### src/rtl/counter_ctrl_pkg.sv
// Shared definitions for the display-counter control sequencer:
// FSM state encoding and the debounce counter width helper.
// Optional feature macro: CTRL_CLR_IN_RUN_EN (used by counter_ctrl_fsm).
package counter_ctrl_pkg;

  localparam int STATE_W = 2;

  typedef enum logic [STATE_W-1:0] {
    ST_STOP  = 2'd0,
    ST_RUN   = 2'd1,
    ST_CLEAR = 2'd2
  } ctrl_state_e;

  // Counter width able to hold DEBOUNCE_CYCLES-1 (cycles >= 2).
  function automatic int DBC_W(input int cycles);
    return (cycles < 2) ? 1 : $clog2(cycles);
  endfunction

endpackage

### src/rtl/counter_ctrl_fsm_btn_debounce.sv
// Per-button front end: 2-FF synchroniser, stability counter that accepts
// a new level after DEBOUNCE_CYCLES consecutive differing samples, and a
// registered one-cycle pulse on each accepted rising edge (press).
module btn_debounce
  import counter_ctrl_pkg::*;
#(
  parameter int DEBOUNCE_CYCLES = 100_000
) (
  input  logic clk,
  input  logic rst,
  input  logic btn_raw,
  output logic level,
  output logic press_pulse
);

  localparam int CW = DBC_W(DEBOUNCE_CYCLES);
  localparam logic [CW-1:0] CNT_MAX = CW'(DEBOUNCE_CYCLES - 1);

  logic          sync1_q, sync2_q;
  logic [CW-1:0] cnt_q, cnt_d;
  logic          level_q, level_d;
  logic          level_prev_q;
  logic          press_q;

  // Stability counter: count while the synchronised input disagrees with the
  // accepted level; flip the accepted level once the count reaches its max.
  always_comb begin
    cnt_d   = cnt_q;
    level_d = level_q;
    if (sync2_q == level_q) begin
      cnt_d = '0;
    end else if (cnt_q == CNT_MAX) begin
      cnt_d   = '0;
      level_d = ~level_q;
    end else begin
      cnt_d = cnt_q + 1'b1;
    end
  end

  // Synchroniser, debounce state and rising-edge pulse registers.
  always_ff @(posedge clk or posedge rst) begin
    if (rst) begin
      sync1_q      <= 1'b0;
      sync2_q      <= 1'b0;
      cnt_q        <= '0;
      level_q      <= 1'b0;
      level_prev_q <= 1'b0;
      press_q      <= 1'b0;
    end else begin
      sync1_q      <= btn_raw;
      sync2_q      <= sync1_q;
      cnt_q        <= cnt_d;
      level_q      <= level_d;
      level_prev_q <= level_q;
      press_q      <= level_q & ~level_prev_q;
    end
  end

  assign level       = level_q;
  assign press_pulse = press_q;

endmodule

### src/rtl/counter_ctrl_fsm.sv
// Run/stop/clear/direction sequencer for the 0..9999 display counter.
// Three debounced buttons feed a Moore FSM plus a direction toggle; all
// outputs are registered. Optional macro CTRL_CLR_IN_RUN_EN lets a clear
// press in ST_RUN emit a clr pulse without stopping the counter.
module counter_ctrl_fsm
  import counter_ctrl_pkg::*;
#(
  parameter int DEBOUNCE_CYCLES = 100_000
) (
  input  logic               clk,
  input  logic               rst,
  input  logic               btn_run,
  input  logic               btn_clr,
  input  logic               btn_dir,
  output logic               run_en,
  output logic               clr,
  output logic               dir_down,
  output logic [STATE_W-1:0] state
);

  logic       run_ev, clr_ev, dir_ev;
  logic [2:0] btn_level_unused;

  btn_debounce #(.DEBOUNCE_CYCLES(DEBOUNCE_CYCLES)) u_run (
    .clk(clk), .rst(rst), .btn_raw(btn_run),
    .level(btn_level_unused[0]), .press_pulse(run_ev)
  );
  btn_debounce #(.DEBOUNCE_CYCLES(DEBOUNCE_CYCLES)) u_clr (
    .clk(clk), .rst(rst), .btn_raw(btn_clr),
    .level(btn_level_unused[1]), .press_pulse(clr_ev)
  );
  btn_debounce #(.DEBOUNCE_CYCLES(DEBOUNCE_CYCLES)) u_dir (
    .clk(clk), .rst(rst), .btn_raw(btn_dir),
    .level(btn_level_unused[2]), .press_pulse(dir_ev)
  );

  ctrl_state_e state_q, state_d;
  logic        clr_d, clr_q;
  logic        run_en_q;
  logic        dir_q;

  // Next-state and clear-request logic; clear beats run when both arrive in
  // ST_STOP, and anything arriving during ST_CLEAR is dropped.
  always_comb begin
    state_d = state_q;
    clr_d   = 1'b0;
    case (state_q)
      ST_STOP: begin
        if (clr_ev)      state_d = ST_CLEAR;
        else if (run_ev) state_d = ST_RUN;
      end
      ST_RUN: begin
        if (run_ev) state_d = ST_STOP;
`ifdef CTRL_CLR_IN_RUN_EN
        if (clr_ev) clr_d = 1'b1;
`endif
      end
      ST_CLEAR: state_d = ST_STOP;
      default:  state_d = ST_STOP;
    endcase
    if (state_d == ST_CLEAR) clr_d = 1'b1;
  end

  // State and registered outputs; direction toggles on every dir press
  // regardless of what the FSM does in the same cycle.
  always_ff @(posedge clk or posedge rst) begin
    if (rst) begin
      state_q  <= ST_STOP;
      run_en_q <= 1'b0;
      clr_q    <= 1'b0;
      dir_q    <= 1'b0;
    end else begin
      state_q  <= state_d;
      run_en_q <= (state_d == ST_RUN);
      clr_q    <= clr_d;
      dir_q    <= dir_q ^ dir_ev;
    end
  end

  assign run_en   = run_en_q;
  assign clr      = clr_q;
  assign dir_down = dir_q;
  assign state    = state_q;

endmodule

### config.mk
export PLATFORM = sky130hd
export DESIGN_NAME = counter_ctrl_fsm
export DESIGN_NICKNAME = d
export VERILOG_FILES = /design/src/rtl/counter_ctrl_pkg.sv /design/src/rtl/counter_ctrl_fsm_btn_debounce.sv /design/src/rtl/counter_ctrl_fsm.sv
export SDC_FILE = /design/constraint.sdc
export NUM_CORES = 1
export LEC_CHECK = 0
export BUFFER_PORTS_ARGS = -buffer_cell sky130_fd_sc_hd__buf_2
export CAP_MARGIN = 20
export CORE_UTILIZATION = 55
export DETAILED_ROUTE_END_ITERATION = 6
export PLACE_DENSITY = 0.78
export SLEW_MARGIN = 20
export SYNTH_ARGS = -nofsm -noshare
export SYNTH_HDL_FRONTEND = slang
export SYNTH_SLANG_ARGS = --single-unit
### constraint.sdc
create_clock -name clk -period 2.3 [get_ports clk]
set_clock_uncertainty 0.05 [all_clocks]
set_input_delay 0.115 -clock clk [delete_from_list [all_inputs] [get_ports clk]]
set_output_delay 0.115 -clock clk [all_outputs]
set_load 0.02 [all_outputs]
======== Yosys cells after proc, flatten, opt, wreduce, memory -nomap -nowiden ========
Index checks and enable logic that the tools add are counted.
word-level totals
  register bits ........................... 71
  bits in latches ......................... 0
  bits in writable memories ............... 0
  ROM bits ................................ 0
  bits of input ports ..................... 5
  output and inout port bits .............. 5
  word-level logic and storage cells ...... 62
  memories kept ........................... 0
operators by class
  add/subtract/negate cells ............... 3
  multiply operators ...................... 0
  div/mod/pow operators ................... 0
  order comparisons ....................... 0
  equal/unequal tests ..................... 9
  shift-type cells ........................ 0
  muxes and demuxes ....................... 11
  bitwise logic cells ..................... 13
  reductions and logical operators ........ 4
operators by type and width
  kind                   number
  $mux 17                6
  $add 17x1->17 const B  3
  $eq 17x17->1 const B   3
  $not 1->1              9
  $mux 2                 3
  $reduce_and 2->1       3
  $eq 2x1->1 const B     2
  $pmux 2 s2             1
  $and 1x1->1            3
  $eq 1x1->1             3
  $eq 2x2->1 const B     1
  $logic_not 2->1        1
  $mux 1                 1
  $xor 1x1->1            1

======== Longest topological paths before layout ========
  depth in word-level cells ............... 5
  mapped depth ............................ 6
  gate-level depth less buffers ........... 5

======== Modules after synthesis ========
Synthesis repeated with hierarchy kept, for this count alone.
unflattened totals
  cells, all modules ...................... 289
  area, all modules ....................... 3163.0 µm²
modules (own cells, without submodules)
  module            times used  cells each  area an instance (µm²)  sequential area each (µm²)
  btn_debounce      3           92          994.7                   550.5
  counter_ctrl_fsm  1           13          178.9                   125.1

======== Worst setup path before layout ========
No wires, ideal clock.
  kind .................................... reg-to-reg
  start point ............................. register u_run.cnt_q[5]
  end point ............................... register u_run.cnt_q[11]
  setup time .............................. 0.119 ns
  arrival ................................. 1.485 ns
  required time ........................... 2.131 ns
  setup slack ............................. 0.647 ns
  stages on the path, launching flop included .. 6
  buffers on the path ..................... 1
  period minus slack after synthesis ...... 1.653 ns
  cell sequence ........................... dfrtp_1 nand4bb_1 nor4_1 a41o_1 buf_4 nor2_1
on the way
  word-level cells in the longest chain between the ends .. 3
  elaborated cells between the ends (all ways) .. 4
  those cells by class .................... add/sub (1); eq/ne (1); mux (2)
RTL lines
  item                                                  RTL line                                                                  RTL
  from (decl)                                           counter_ctrl_fsm_btn_debounce.sv:20                                       logic [CW-1:0] cnt_q, cnt_d;
  from (signal assigned)                                counter_ctrl_fsm_btn_debounce.sv:52                                       cnt_q <= cnt_d;
  $add 17x1->17 / $eq 17x17->1 (equally long branches)  counter_ctrl_fsm_btn_debounce.sv:36, counter_ctrl_fsm_btn_debounce.sv:32
  $mux 17 (*)                                           counter_ctrl_fsm_btn_debounce.sv:32                                       end else if (cnt_q == CNT_MAX) begin
  $mux 17 (*)                                           counter_ctrl_fsm_btn_debounce.sv:30                                       if (sync2_q == level_q) begin
  via u_run.cnt_d[11]                                   counter_ctrl_fsm_btn_debounce.sv:20
The timed path passes the listed nets; every way through them passes the cells marked *.
A chain may end at the register's enable or synchronous reset.

======== Worst setup path after layout ========
  start point ............................. register u_run.cnt_q[5]
  end point ............................... register u_run.cnt_q[7]
The elaborated chain is that of the path after synthesis.

==> impl_metrics.tcl <==
set metrics [dict create \
    status "finished clean" \
    final_cell_mix "71 x dfrtp_1, 56 x nor2_1, 34 x xnor2_1, 19 x nand3_1, 18 x nor4_1" \
    io_pins 10 \
    port_buffers 9 \
    ys_seq_elements 71 \
    pwr-share-comb_pct 3.3 \
    rows 27 \
    synthToLayoutAreaGrowth_pct 13.4 \
    clockRootBuffer "clkbuf_8" \
    diodes 0 \
    reg2regPathDepth 4 \
    fin_crit_sh_pct 87.5 \
    max_slew_margin_pct 62.0 \
    dr.pass1.iters 4 \
    worstReg2RegEnd "u_run.cnt_q[7]" \
    p_clk_share_pct 46.6 \
    clk_pin_slew_ns 0.07 \
    hpwl_um 3540 \
    ir_drop_mv 0.450 \
    crit_path_end_kind "flop" \
    yosysSeqAreaShare_pct 56.1 \
    cts_setup_buffers 0 \
    fin_nets 327 \
    seqPwrFrac_pct 50.1 \
    synth_cell_types 29 \
    chipWidth_um 77.9 \
    synth_compound_area_share_pct 1.86 \
    antenna_found_initial 0 \
    postSynthAreaPerCell_sq_um 10.7 \
    cp_max_fo 17 \
    p_leak_nw 1.51 \
    syn-num-nets 305 \
    synthMuxAreaShare_pct 1.38 \
    required_ns 2.45 \
    cts_sinks 71 \
    die-height_um 77.9 \
    setup_tns_ns 0 \
    numCtsBuffers 9 \
    power.share.switching_pct 20.4 \
    rrSetupSlack_ns 0.29 \
    finalNonFillerCells 395 \
    insertion_delay_ns 0.34 \
    final_common_cell "dfrtp_1" \
    p_per_area_mw_per_mm2 714 \
    layout_min_cycle_time_ns 2.01 \
    setup_violations 0 \
    ys_warn_count 0 \
    maxCapViolations 0 \
    globalplace.congestion 0.860 \
    setup.worst_path.class "flop to flop" \
    place_ws_ns 0.385 \
    via_per_inst 5.57 \
    hold_viol 0 \
    layout-drive-gt1-share_pct 11.1 \
    wirelength_um 5420 \
    hold_path_class "flop to flop" \
    worstHoldPathCells 0 \
    synthSimpleGateAreaFrac_pct 24.5 \
    start_kind "flop" \
    drc 0 \
    yosys.area_share.xor_xnor_pct 13.0 \
    p_switching_w 0.000523 \
    cts_resized 0 \
    grt_pass1_vias 2095 \
    holdCritStartpoint "u_run.sync1_q" \
    dp_cells 376 \
    grt_use_total_pct 20.8 \
    wire_per_inst_um 13.7 \
    core-area_sq_mm 0.00554 \
    internal_power_w 0.00204 \
    cts-hold-fix-buffers 4 \
    r2r_start "u_run.cnt_q[5]" \
    tightest_slew_ns 0.570 \
    die_area_sq_mm 0.00606 \
    synth_top_family_by_area "simple AND/OR/NAND/NOR gates" \
    syn_inst 297 \
    cts_tree "built" \
    grt_first_pass_wirelength_um 9530 \
    start_util_pct 57.1 \
    nFillCells 452 \
    vias 2202 \
    rsz0062_at_grt "no" \
    cts_max_level 3 \
    drv_slew 0 \
    min_to "u_run.sync2_q" \
    cts_buffer_depth 2 \
    syn_area_sq_mm 0.00317 \
    grt_max_degree 72 \
    gr-total-overflow 0 \
    setup_slack_ns 0.288 \
    cp_data_arrival_time_ns 2.16 \
    fmax_mhz 497 \
    first_iter_violations 73 \
    ant_nets 0 \
    synth-adder-area-share_pct 1.19 \
]
layer usage:
metal	routed length (um)	track usage (%)	vias up
met5	0	0	-
met1	2600	26.2	1064
li1	-	-	1072
met3	198	5.41	12
met2	2480	31.2	54
met4	141	14.3	0
registers in the layout (all words and copies together), names as in the netlist, 2 cells and up:
name         flops
u_dir.cnt_q     17
u_run.cnt_q     17
u_clr.cnt_q     17
state            2
power by group through the flow:
| stage | clock [W] | sequential [W] | combinational [W] |
|---|---|---|---|
| after floorplan | 0 | 0.00130 | 0.0000598 |
| after global placement | 0 | 0.00131 | 0.0000795 |
| after detailed placement | 0 | 0.00131 | 0.0000810 |
| after CTS | 0.00123 | 0.00128 | 0.0000867 |
| after global routing | 0.00128 | 0.00129 | 0.0000973 |
| final | 0.00119 | 0.00128 | 0.0000838 |
cell type report:
class                           count  area (sq um)  area share, %
Timing Repair Buffer               15           113           3.14
Multi-Input combinational cell    212          1330           37.0
Sequential cell                    71          1780           49.5
Clock inverter                      5           106           2.96
Clock buffer                       10           138           3.83
Inverter                           10          37.5           1.05
Tap cell                           72          90.1           2.51
critical path: stages (launching register included):
cell and delay [ns]:
dfrtp_1 0.47, nand4bb_1 0.21, nor4_1 0.40, a41o_1 0.62, nor2_1 0.13
cell usage after synthesis (all sizes together):
master   number  area share [%]
dfrtp        71              56
nor2         56             6.6
xnor2        34             9.4
nand3        19             3.0
nor4         18             3.6
nand4        16             3.6
nor3         14             2.2
nand2        13             1.5
xor2         13             3.6
inv          10             1.2
buf           4            0.71
nor2b         4            0.79
and4          3            0.87
ha            3             1.2
mux2          3             1.1
nand4bb       3             1.1
a21oi         2            0.43
a31o          2            0.55
a41o          2            0.63
nor3b         2            0.47
and2          1            0.20
mux2i         1            0.32
o31ai         1            0.24
or2           1            0.20
or4           1            0.36
stage by stage:
step	hold WS, ns	power (W)	utilization [%]	instance area [sq um]
after floorplan	0.0964	0.00136	-	3170
after global placement	0.169	0.00139	59.7	3310
after detailed placement	0.173	0.00139	59.7	3310
after CTS	0.301	0.00260	64.8	3590
after global routing	0.308	0.00266	64.8	3590
final	0.300	0.00256	64.8	3590
logic make-up after synthesis:
group | Yosys count
fa+ha+maj | 3
xor+xnor | 47
mux | 4
simple gates | 151
flops | 71
compound gates | 7
buf+inv | 14
how the worst max path moves through the flow:
stage                           endpoint           start  cells after the start  slack, ns
after floorplan                      clr             rst                      1       0.34
after global placement    u_run.cnt_q[8]  u_run.cnt_q[5]                      4       0.48
after detailed placement  u_run.cnt_q[7]  u_run.cnt_q[5]                      4       0.38
after CTS                 u_run.cnt_q[7]  u_run.cnt_q[5]                      4       0.30
after global routing      u_run.cnt_q[7]  u_run.cnt_q[5]                      4       0.18
final                     u_run.cnt_q[7]  u_run.cnt_q[5]                      4       0.29
No activity file was read; power rests on OpenSTA's default activity.
